==> src/rtl/ctrl_menu_keys.sv <==
`default_nettype none
// ============================================================================
// ctrl_menu_keys : controller poll words -> menu key events (press + auto-repeat)
// Rev 1.0
// ============================================================================
module ctrl_menu_keys #(
  parameter logic signed [7:0] STICK_TH        = 8'sd48,
  parameter logic [5:0]        REPEAT_DELAY    = 6'd20,
  parameter logic [5:0]        REPEAT_RATE     = 6'd5,
  parameter logic [19:0]       TIMEOUT_CYCLES  = 20'hFFFFF,
  parameter int                FIFO_DEPTH_LOG2 = 2
) (
  input  logic        CTRL_CLK,
  input  logic        CTRL_nRST,
  input  logic [31:0] ctrl_data_i,
  input  logic        ctrl_valid_i,
  input  logic        enable_i,
  input  logic        evt_rd_i,
  output logic [3:0]  evt_code_o,
  output logic        evt_empty_o,
  output logic        evt_ovf_o,
  output logic [3:0]  key_held_o
);

  localparam int             PW       = FIFO_DEPTH_LOG2;
  localparam int             CW       = FIFO_DEPTH_LOG2 + 1;
  localparam int             DEPTH    = 1 << FIFO_DEPTH_LOG2;
  localparam logic [PW-1:0]  PTR_ONE  = PW'(1);
  localparam logic [CW-1:0]  CNT_ONE  = CW'(1);
  localparam logic [CW-1:0]  CNT_FULL = CW'(DEPTH);

  typedef enum logic [1:0] {
    IDLE        = 2'd0,
    HELD_DELAY  = 2'd1,
    HELD_REPEAT = 2'd2
  } key_state_t;

  key_state_t state;
  logic [5:0]  rpt_cnt;
  logic [19:0] tmo_cnt;

  logic signed [7:0] axis_x, axis_y;
  logic signed [7:0] neg_th;
  logic [3:0]        key_code;
  logic              code_changed, repeatable, repeat_fire, key_push, timeout_hit;
  logic              unused_bits;

  assign unused_bits = ^{ctrl_data_i[9:8], ctrl_data_i[2]};
  assign neg_th      = -STICK_TH;

  // Axis bytes arrive LSB-first from the sniffer, so bit 16/24 is the MSB
  always_comb begin
    axis_x = '0;
    axis_y = '0;
    for (int i = 0; i < 8; i++) begin
      axis_x[7-i] = ctrl_data_i[16+i];
      axis_y[7-i] = ctrl_data_i[24+i];
    end
  end

  always_comb begin
    key_code = 4'h0;
    if (ctrl_data_i[10] && ctrl_data_i[11] && ctrl_data_i[7])
      key_code = 4'h8;
    else if (ctrl_data_i[3])
      key_code = 4'h7;
    else if (ctrl_data_i[0])
      key_code = 4'h5;
    else if (ctrl_data_i[1])
      key_code = 4'h6;
    else if (ctrl_data_i[4] || ctrl_data_i[12] || (axis_y >= STICK_TH))
      key_code = 4'h1;
    else if (ctrl_data_i[5] || ctrl_data_i[13] || (axis_y <= neg_th))
      key_code = 4'h2;
    else if (ctrl_data_i[6] || ctrl_data_i[14] || (axis_x <= neg_th))
      key_code = 4'h3;
    else if (ctrl_data_i[7] || ctrl_data_i[15] || (axis_x >= STICK_TH))
      key_code = 4'h4;
  end

  always_comb begin
    code_changed = (key_code != key_held_o);
    repeatable   = (key_code >= 4'h1) && (key_code <= 4'h4);
    repeat_fire  = repeatable && !code_changed && (rpt_cnt == 6'd1) && (state != IDLE);
    key_push     = ctrl_valid_i && (key_code != 4'h0) && (code_changed || repeat_fire);
    timeout_hit  = !ctrl_valid_i && (tmo_cnt >= (TIMEOUT_CYCLES - 20'd1));
  end

  always_ff @(posedge CTRL_CLK or negedge CTRL_nRST) begin
    if (!CTRL_nRST) begin
      state      <= IDLE;
      key_held_o <= 4'h0;
      rpt_cnt    <= 6'd0;
      tmo_cnt    <= 20'd0;
    end else begin
      if (ctrl_valid_i) begin
        tmo_cnt    <= 20'd0;
        key_held_o <= key_code;
        case (state)
          IDLE: begin
            if (key_code != 4'h0) begin
              state   <= HELD_DELAY;
              rpt_cnt <= REPEAT_DELAY;
            end
          end
          default: begin
            if (key_code == 4'h0) begin
              state   <= IDLE;
              rpt_cnt <= 6'd0;
            end else if (code_changed) begin
              state   <= HELD_DELAY;
              rpt_cnt <= REPEAT_DELAY;
            end else if (repeat_fire) begin
              state   <= HELD_REPEAT;
              rpt_cnt <= REPEAT_RATE;
            end else if (rpt_cnt > 6'd1) begin
              rpt_cnt <= rpt_cnt - 6'd1;
            end
          end
        endcase
      end else begin
        if (tmo_cnt != TIMEOUT_CYCLES)
          tmo_cnt <= tmo_cnt + 20'd1;
        // A silent controller must not leave a key stuck down forever
        if (timeout_hit) begin
          state      <= IDLE;
          key_held_o <= 4'h0;
          rpt_cnt    <= 6'd0;
        end
      end
    end
  end

  logic [3:0]    mem [DEPTH];
  logic [PW-1:0] wr_ptr, rd_ptr, next_rd;
  logic [CW-1:0] count, next_count;
  logic          fifo_full, push_req, do_push, do_pop, ovf_set;
  logic [3:0]    head_next;

  always_comb begin
    fifo_full  = (count == CNT_FULL);
    push_req   = key_push && enable_i;
    do_pop     = evt_rd_i && enable_i && (count != '0);
    do_push    = push_req && (!fifo_full || do_pop);
    ovf_set    = push_req && fifo_full && !do_pop;
    next_rd    = do_pop ? (rd_ptr + PTR_ONE) : rd_ptr;
    next_count = count;
    if (do_push && !do_pop)
      next_count = count + CNT_ONE;
    else if (do_pop && !do_push)
      next_count = count - CNT_ONE;
    // The entry being written this cycle may become the new head
    head_next = (do_push && (next_rd == wr_ptr)) ? key_code : mem[next_rd];
  end

  always_ff @(posedge CTRL_CLK) begin
    if (do_push)
      mem[wr_ptr] <= key_code;
  end

  always_ff @(posedge CTRL_CLK or negedge CTRL_nRST) begin
    if (!CTRL_nRST) begin
      wr_ptr      <= '0;
      rd_ptr      <= '0;
      count       <= '0;
      evt_code_o  <= 4'h0;
      evt_empty_o <= 1'b1;
      evt_ovf_o   <= 1'b0;
    end else if (!enable_i) begin
      wr_ptr      <= '0;
      rd_ptr      <= '0;
      count       <= '0;
      evt_code_o  <= 4'h0;
      evt_empty_o <= 1'b1;
      evt_ovf_o   <= 1'b0;
    end else begin
      if (do_push)
        wr_ptr <= wr_ptr + PTR_ONE;
      rd_ptr <= next_rd;
      count  <= next_count;
      if (do_pop)
        evt_ovf_o <= 1'b0;
      else if (ovf_set)
        evt_ovf_o <= 1'b1;
      evt_code_o  <= (next_count == '0) ? 4'h0 : head_next;
      evt_empty_o <= (next_count == '0);
    end
  end

endmodule
`default_nettype wire

==> config.mk <==
export PLATFORM = sky130hd
export DESIGN_NAME = ctrl_menu_keys
export DESIGN_NICKNAME = d
export VERILOG_FILES = /design/src/rtl/ctrl_menu_keys.sv
export SDC_FILE = /design/constraint.sdc
export NUM_CORES = 1
export LEC_CHECK = 0
export CAP_MARGIN = 20
export CORE_ASPECT_RATIO = 2
export CORE_MARGIN = 2
export CORE_UTILIZATION = 60
export CTS_CLUSTER_SIZE = 30
export DETAILED_ROUTE_END_ITERATION = 8
export GPL_TIMING_DRIVEN = 0
export HOLD_SLACK_MARGIN = 0.02
export PLACE_DENSITY = 0.86
export SYNTH_ARGS = -nofsm -noshare
export SYNTH_HDL_FRONTEND = slang
export SYNTH_SLANG_ARGS = --single-unit
==> constraint.sdc <==
create_clock -name CTRL_CLK -period 6 [get_ports CTRL_CLK]
set_input_delay 1.2 -clock CTRL_CLK [delete_from_list [all_inputs] [get_ports CTRL_CLK]]
set_output_delay 1.2 -clock CTRL_CLK [all_outputs]
set_load 0.05 [all_outputs]
Word-level counts from Yosys, hierarchy flattened
Memories as Yosys holds them, arrays and structs flattened.
Index checks and enable logic that the tools add are counted.
{"block": "word_totals", "out_inout_bits": 10, "ff_bits": 45, "inputBits": 37, "n_memories": 1, "ram_bits": 16}
{"memory": "mem", "words": 4, "word_bits": 4, "rd": 1, "rd_clocked_by_memory_dff": 0, "wr": 1, "line": "134", "source": "logic [3:0] mem [DEPTH];"}
{"block": "op_classes", "order_cmp": 8, "add_sub_neg": 6, "n_reduce_logical": 43, "n_eq_ne": 10, "muxes": 43}
{"operator": "2-to-1 mux 6 bit", "n": 8}
{"operator": "2-to-1 mux 20 bit", "n": 2}
{"operator": "2-to-1 mux 3 bit", "n": 10}
{"operator": "2-to-1 mux 4 bit", "n": 6}
{"operator": "2-to-1 mux 2 bit", "n": 11}
{"operator": "adder 20 x 1 -> 20 bit, second input constant", "n": 1}
{"operator": "greater-or-equal comparator 20 bit, second input constant", "n": 1}
{"operator": "!= test 20 bit, second input constant", "n": 1}
{"operator": "logical AND 1 bit", "n": 18}
{"operator": "greater-or-equal comparator 8 x 7 -> 1 bit, second input constant", "n": 2}
{"operator": "less-or-equal comparator 8 x 7 -> 1 bit, second input constant", "n": 2}
{"operator": "logical OR 1 bit", "n": 10}
{"operator": "equality test 6 x 1 -> 1 bit, second input constant", "n": 1}
{"operator": "greater-than comparator 6 x 1 -> 1 bit, second input constant", "n": 1}
{"operator": "2-to-1 mux 1 bit", "n": 6}
{"operator": "!= test 6 x 1 -> 1 bit, second input constant", "n": 1}
{"operator": "AND reduction 3 bit", "n": 2}
{"operator": "nonzero test 2 bit", "n": 3}
{"operator": "subtractor 6 x 1 -> 6 bit, second input constant", "n": 1}
{"operator": "logical NOT 1 bit", "n": 5}
{"operator": "!= test 5 x 1 -> 1 bit, second input constant", "n": 1}
{"operator": "adder 2 x 1 -> 2 bit, second input constant", "n": 2}
{"operator": "greater-or-equal comparator 4 x 1 -> 1 bit, second input constant", "n": 1}
{"operator": "less-or-equal comparator 4 x 3 -> 1 bit, second input constant", "n": 1}
{"operator": "13 further kinds", "n": 13}

Logic depth before layout (Yosys ltp)
{"block": "depth", "word_depth": 26, "ltp_mapped": 11, "depth_no_buf": 11}

Least setup slack after synthesis
Ideal clock, no wire load.
{"block": "synth_timing", "kind": "input-to-reg", "startpoint": "input ctrl_data_i[23]", "endpoint": "register evt_code_o[0]", "t_arrival_ns": 3.273, "required_ns": 5.913, "path_buffers": 0, "slack_ns": 2.640, "setup_time_ns": 0.087, "cell_stages": 9, "cell_sequence": "nor4_2 -> o32ai_1 -> a41oi_1 -> mux2i_2 -> a21oi_4 -> a21oi_4 -> mux2i_2 -> o221ai_4 -> a211oi_2"}
{"block": "synth_via", "elab_chain_cells": 26, "elab_cells_between_ends": 36}
{"item": "from (decl)", "line": "15", "source": "input logic [31:0] ctrl_data_i,"}
{"item": "greater-or-equal comparator 8 x 7 -> 1 bit", "line": "77", "source": "else if (ctrl_data_i[7] || ctrl_data_i[15] || (axis_x >= STICK_TH))"}
{"item": "logical OR 1 bit", "line": "77"}
{"item": "2-to-1 mux 3 bit", "line": "77"}
{"item": "2-to-1 mux 3 bit (*)", "line": "75", "source": "else if (ctrl_data_i[6] || ctrl_data_i[14] || (axis_x <= neg_th))"}
{"item": "2-to-1 mux 3 bit (*)", "line": "73", "source": "else if (ctrl_data_i[5] || ctrl_data_i[13] || (axis_y <= neg_th))"}
{"item": "2-to-1 mux 3 bit (*)", "line": "71", "source": "else if (ctrl_data_i[4] || ctrl_data_i[12] || (axis_y >= STICK_TH))"}
{"item": "2-to-1 mux 3 bit (*)", "line": "69", "source": "else if (ctrl_data_i[1])"}
{"item": "2-to-1 mux 3 bit (*)", "line": "67", "source": "else if (ctrl_data_i[0])"}
{"item": "(+10 left out)"}
{"item": "logical AND 1 bit", "line": "144", "source": "do_push = push_req && (!fifo_full || do_pop);"}
{"item": "logical NOT 1 bit", "line": "150", "source": "else if (do_pop && !do_push)"}
{"item": "logical AND 1 bit", "line": "150"}
{"item": "2-to-1 mux 3 bit", "line": "150"}
{"item": "2-to-1 mux 3 bit", "line": "148", "source": "if (do_push && !do_pop)"}
{"item": "logical NOT 3 bit", "line": "185", "source": "evt_code_o <= (next_count == '0) ? 4'h0 : head_next;"}
{"item": "2-to-1 mux 4 bit (*)", "line": "185"}
{"item": "2-to-1 mux 4 bit (*)", "line": "169", "source": "end else if (!enable_i) begin"}
{"item": "to (signal assigned)", "line": "185"}
{"item": "to (decl)", "line": "19", "source": "output logic [3:0] evt_code_o,"}
Mark *: on every way between the ends. The rest lies on a longest branch, timed or not.
A chain may end at the register's enable or synchronous reset.

Worst setup path in the final report
{"block": "layout_timing", "startpoint": "input ctrl_data_i[23]", "endpoint": "register evt_code_o[2]"}
The elaborated chain is that of the path after synthesis.

==> run summary <==
CTS tree = built
CP delay by family, top = compound AO/OA/AOI/OAI gates
GRT Total Usage = 28.1%
DRC Markers = 0
Netlist cell types = 63
Worst Clk Skew = 0.00890 ns
CP startpoint kind = primary input
Wirelength, routed = 8.45 mm
Logic gate share of total power = 25.6%
Largest net degree at the start of global routing = 41
Sequential standard cell area = 1610 sq um
Critical Path AT = 4.23 ns
Die width = 58.5 um
Kind of critical path = in -> reg
Clk buf depth = 2
PwrDens = 307 nW/um^2
Vias in the first global route = 3,089
Antenna violation net count after detailed routing = 0
Endpoints failing setup = 0
ANT cells = 0
Die Ht = 113 um
Starting Density = 62.3%
Slowest-stage cell, CP = a41oi_1
CTS Buf Count = 9
Rel. slew slack = 50.9%
Synth Warn # = 0
I/O pin cnt = 47
Row cnt = 39
Multi-input gate area = 1880 sq um
Worst slew pin tran = 0.730 ns
Layout cells sized above 1 = 11.4%
GR Overflow Total = 0
First-pass GRT wire length = 13.9 mm
Cell area after synthesis = 3560 sq um
1st-iter DRT viols = 159
Setup bufs post-CTS = 0
Max_cap viols = 0
Fin crit share = 66.5%
Clk root buf = clkbuf_16
Vias = 2,960
EDFF count, synth = 16
Crit path max fanout = 10
Most common cell after layout, fill and taps aside = dfrtp_1
Antenna violations before repair = 0
Sw Share = 31.3%
Sw Pwr = 0.000421 W
Synth Instances = 344
RSZ-0062 raised after global routing = no
Number of hold buffers added after cts = 0
Min-Delay Path Class = reg -> reg
Delay of the slowest critical-path stage = 0.45 ns
Port bufs = 43
HPWL after detailed placement = 6.06 mm
Crit path cell chain = clkdlybuf4s50_1 > nor4_2 > o32ai_1 > a41oi_1 > mux2i_2 > a21oi_4 > a21oi_4 > mux2i_2 > o221ai_4 > a211oi_2
Top_reg_cell synth = dfrtp_1
Clock sink count = 61
First drt pass iteration count = 5
Core ar. = 5710 sq um
GP Congestion = 0.840
Final worst path period need = 3.99 ns
Fillers = 412
Clock power frac = 37.8%
Crit end category = register
H-tree levels = 3
Max IR drop VDD = 0.356 mV
Setup TNS = 0 ns
Pins Over Slew Limit = 0
Pleak = 1.71 nW
Worst Path Buf+Inv = 1
Syn_area_per_cell = 10.3 sq um
Reg clk slew, reported paths = 0.05 ns
Final hold vios = 0
Cell internal pwr = 0.000924 W
Clk_lat worst skew = 0.34 ns
Worst R2R Setup Slack = 3.14 ns
Worst hold slack = 0.475 ns
Post-CTS Resized = 0
Most frequent cells in the layout = dfrtp_1, clkdlybuf4s50_1, nor2_1
Synthesized flop and latch total = 61
Post-synth ARST share = 73.8%
Seq pwr share = 36.6%
Run status = completed
FMAX = 0.251 GHz
Layout net count = 447
Syn Nets = 392
Sequential fraction of the synthesis area = 45.2%
Die area = 6600 sq um
Wirelength per Cell = 18.2 um
Vias per cell = 6.37
Synthesis-to-layout area growth = 22.9%
Worst Path Required = 6.24 ns
[final cells by class]
type | instances | share of cell area, %
Sequential cell | 61 | 36.8
Inverter | 16 | 1.37
Buffer | 4 | 0.343
Multi-Input combinational cell | 263 | 42.9
Timing Repair Buffer | 44 | 10.2
Clock inverter | 6 | 1.46
Clock buffer | 10 | 5.23
Tap cell | 61 | 1.74
[synthesized netlist by cell type, types with 3 or more instances]
cell	n	area, sq um
dfrtp_1	44	1100
and3_1	6	37.5
inv_1	15	56.3
a21oi_1	16	80.1
nand4_1	4	25.0
mux4_2	4	90.1
nor2b_1	3	18.8
xor2_1	10	87.6
o21ai_0	20	100
nor2_1	38	143
nand3_1	13	65.1
or3_1	5	31.3
a211oi_2	6	75.1
and2_1	5	31.3
clkbuf_1	4	15.0
a31oi_1	3	18.8
ha_1	11	138
a22o_1	5	43.8
nand2_1	33	124
xnor2_1	11	96.3
a21o_1	3	22.5
o211ai_1	3	22.5
mux2i_1	6	60.1
edfxtp_1	16	480
a21oi_4	3	48.8
nor3_1	9	45.0
[metrics by stage]
step	total power (W)	util (%)	instances	cell area (sq um)	setup WS, ns
floorplan	0.000733	-	344	3560	2.64
global placement	0.000826	71.2	448	4070	1.81
detailed placement	0.000841	71.5	449	4080	1.75
CTS	0.00135	76.6	465	4370	2.00
global route	0.00139	76.6	465	4370	1.82
finish	0.00134	76.6	465	4370	2.01
[power groups by stage]
stage	sequential [W]	combinational (W)	clock (W)
3_3_place_gp	0.000495	0.000331	0
2_1_floorplan	0.000542	0.000191	0
5_1_grt	0.000496	0.000372	0.000526
6_report	0.000491	0.000344	0.000508
4_1_cts	0.000491	0.000346	0.000513
3_5_place_dp	0.000498	0.000343	0
[worst paths after layout]
path,startpoint,endpoint,cells past startpoint
max in group asynchronous,CTRL_nRST,evt_empty_o$_DFF_PN1_,2
min reg2reg,rpt_cnt[5]$_DFFE_PN0P_,rpt_cnt[5]$_DFFE_PN0P_,1
max reg2reg,count[0]$_DFF_PN0_,evt_code_o[2]$_DFF_PN0_,8
min in group asynchronous,CTRL_nRST,rpt_cnt[3]$_DFFE_PN0P_,1
min,rpt_cnt[5]$_DFFE_PN0P_,rpt_cnt[5]$_DFFE_PN0P_,1
max,ctrl_data_i[23],evt_code_o[2]$_DFF_PN0_,10
[sequential cells by signal, indices dropped and copies added (netlist names), 3 cells and up]
| signal | flops |
|---|---|
| key_held_o | 4 |
| tmo_cnt | 20 |
| rpt_cnt | 6 |
| mem | 16 |
| count | 3 |
| evt_code_o | 4 |
[logic make-up after synthesis]
family / synth area share, %
AND/OR/NAND/NOR: 20.7
AO/OA/AOI/OAI: 18.0
flip-flops: 45.2
XOR/XNOR: 5.17
buffers and inverters: 2.11
multiplexers: 4.99
adder cells (fa/ha/maj): 3.87
[metal layers]
layer / up-vias / routed length (um) / share of wire, % / global-route usage [%]
met5: - / 0 / 0 / 0
li1: 1377 / - / - / -
met4: 0 / 382 / 4.5 / 16.4
met1: 1454 / 2940 / 35 / 28.2
met2: 97 / 4850 / 57 / 50.9
met3: 32 / 282 / 3.3 / 5.71
[worst reg2reg max path, delay by kind of cell, from the launching register on]
kind / cells / cell delay (ns)
mux: 2 / 0.75
compound gates: 2 / 0.51
xor+xnor: 1 / 0.46
flops: 1 / 0.43
fa+ha+maj: 1 / 0.26
simple gates: 1 / 0.19
buf+inv: 1 / 0.10
No activity file was read; power rests on OpenSTA's default activity.
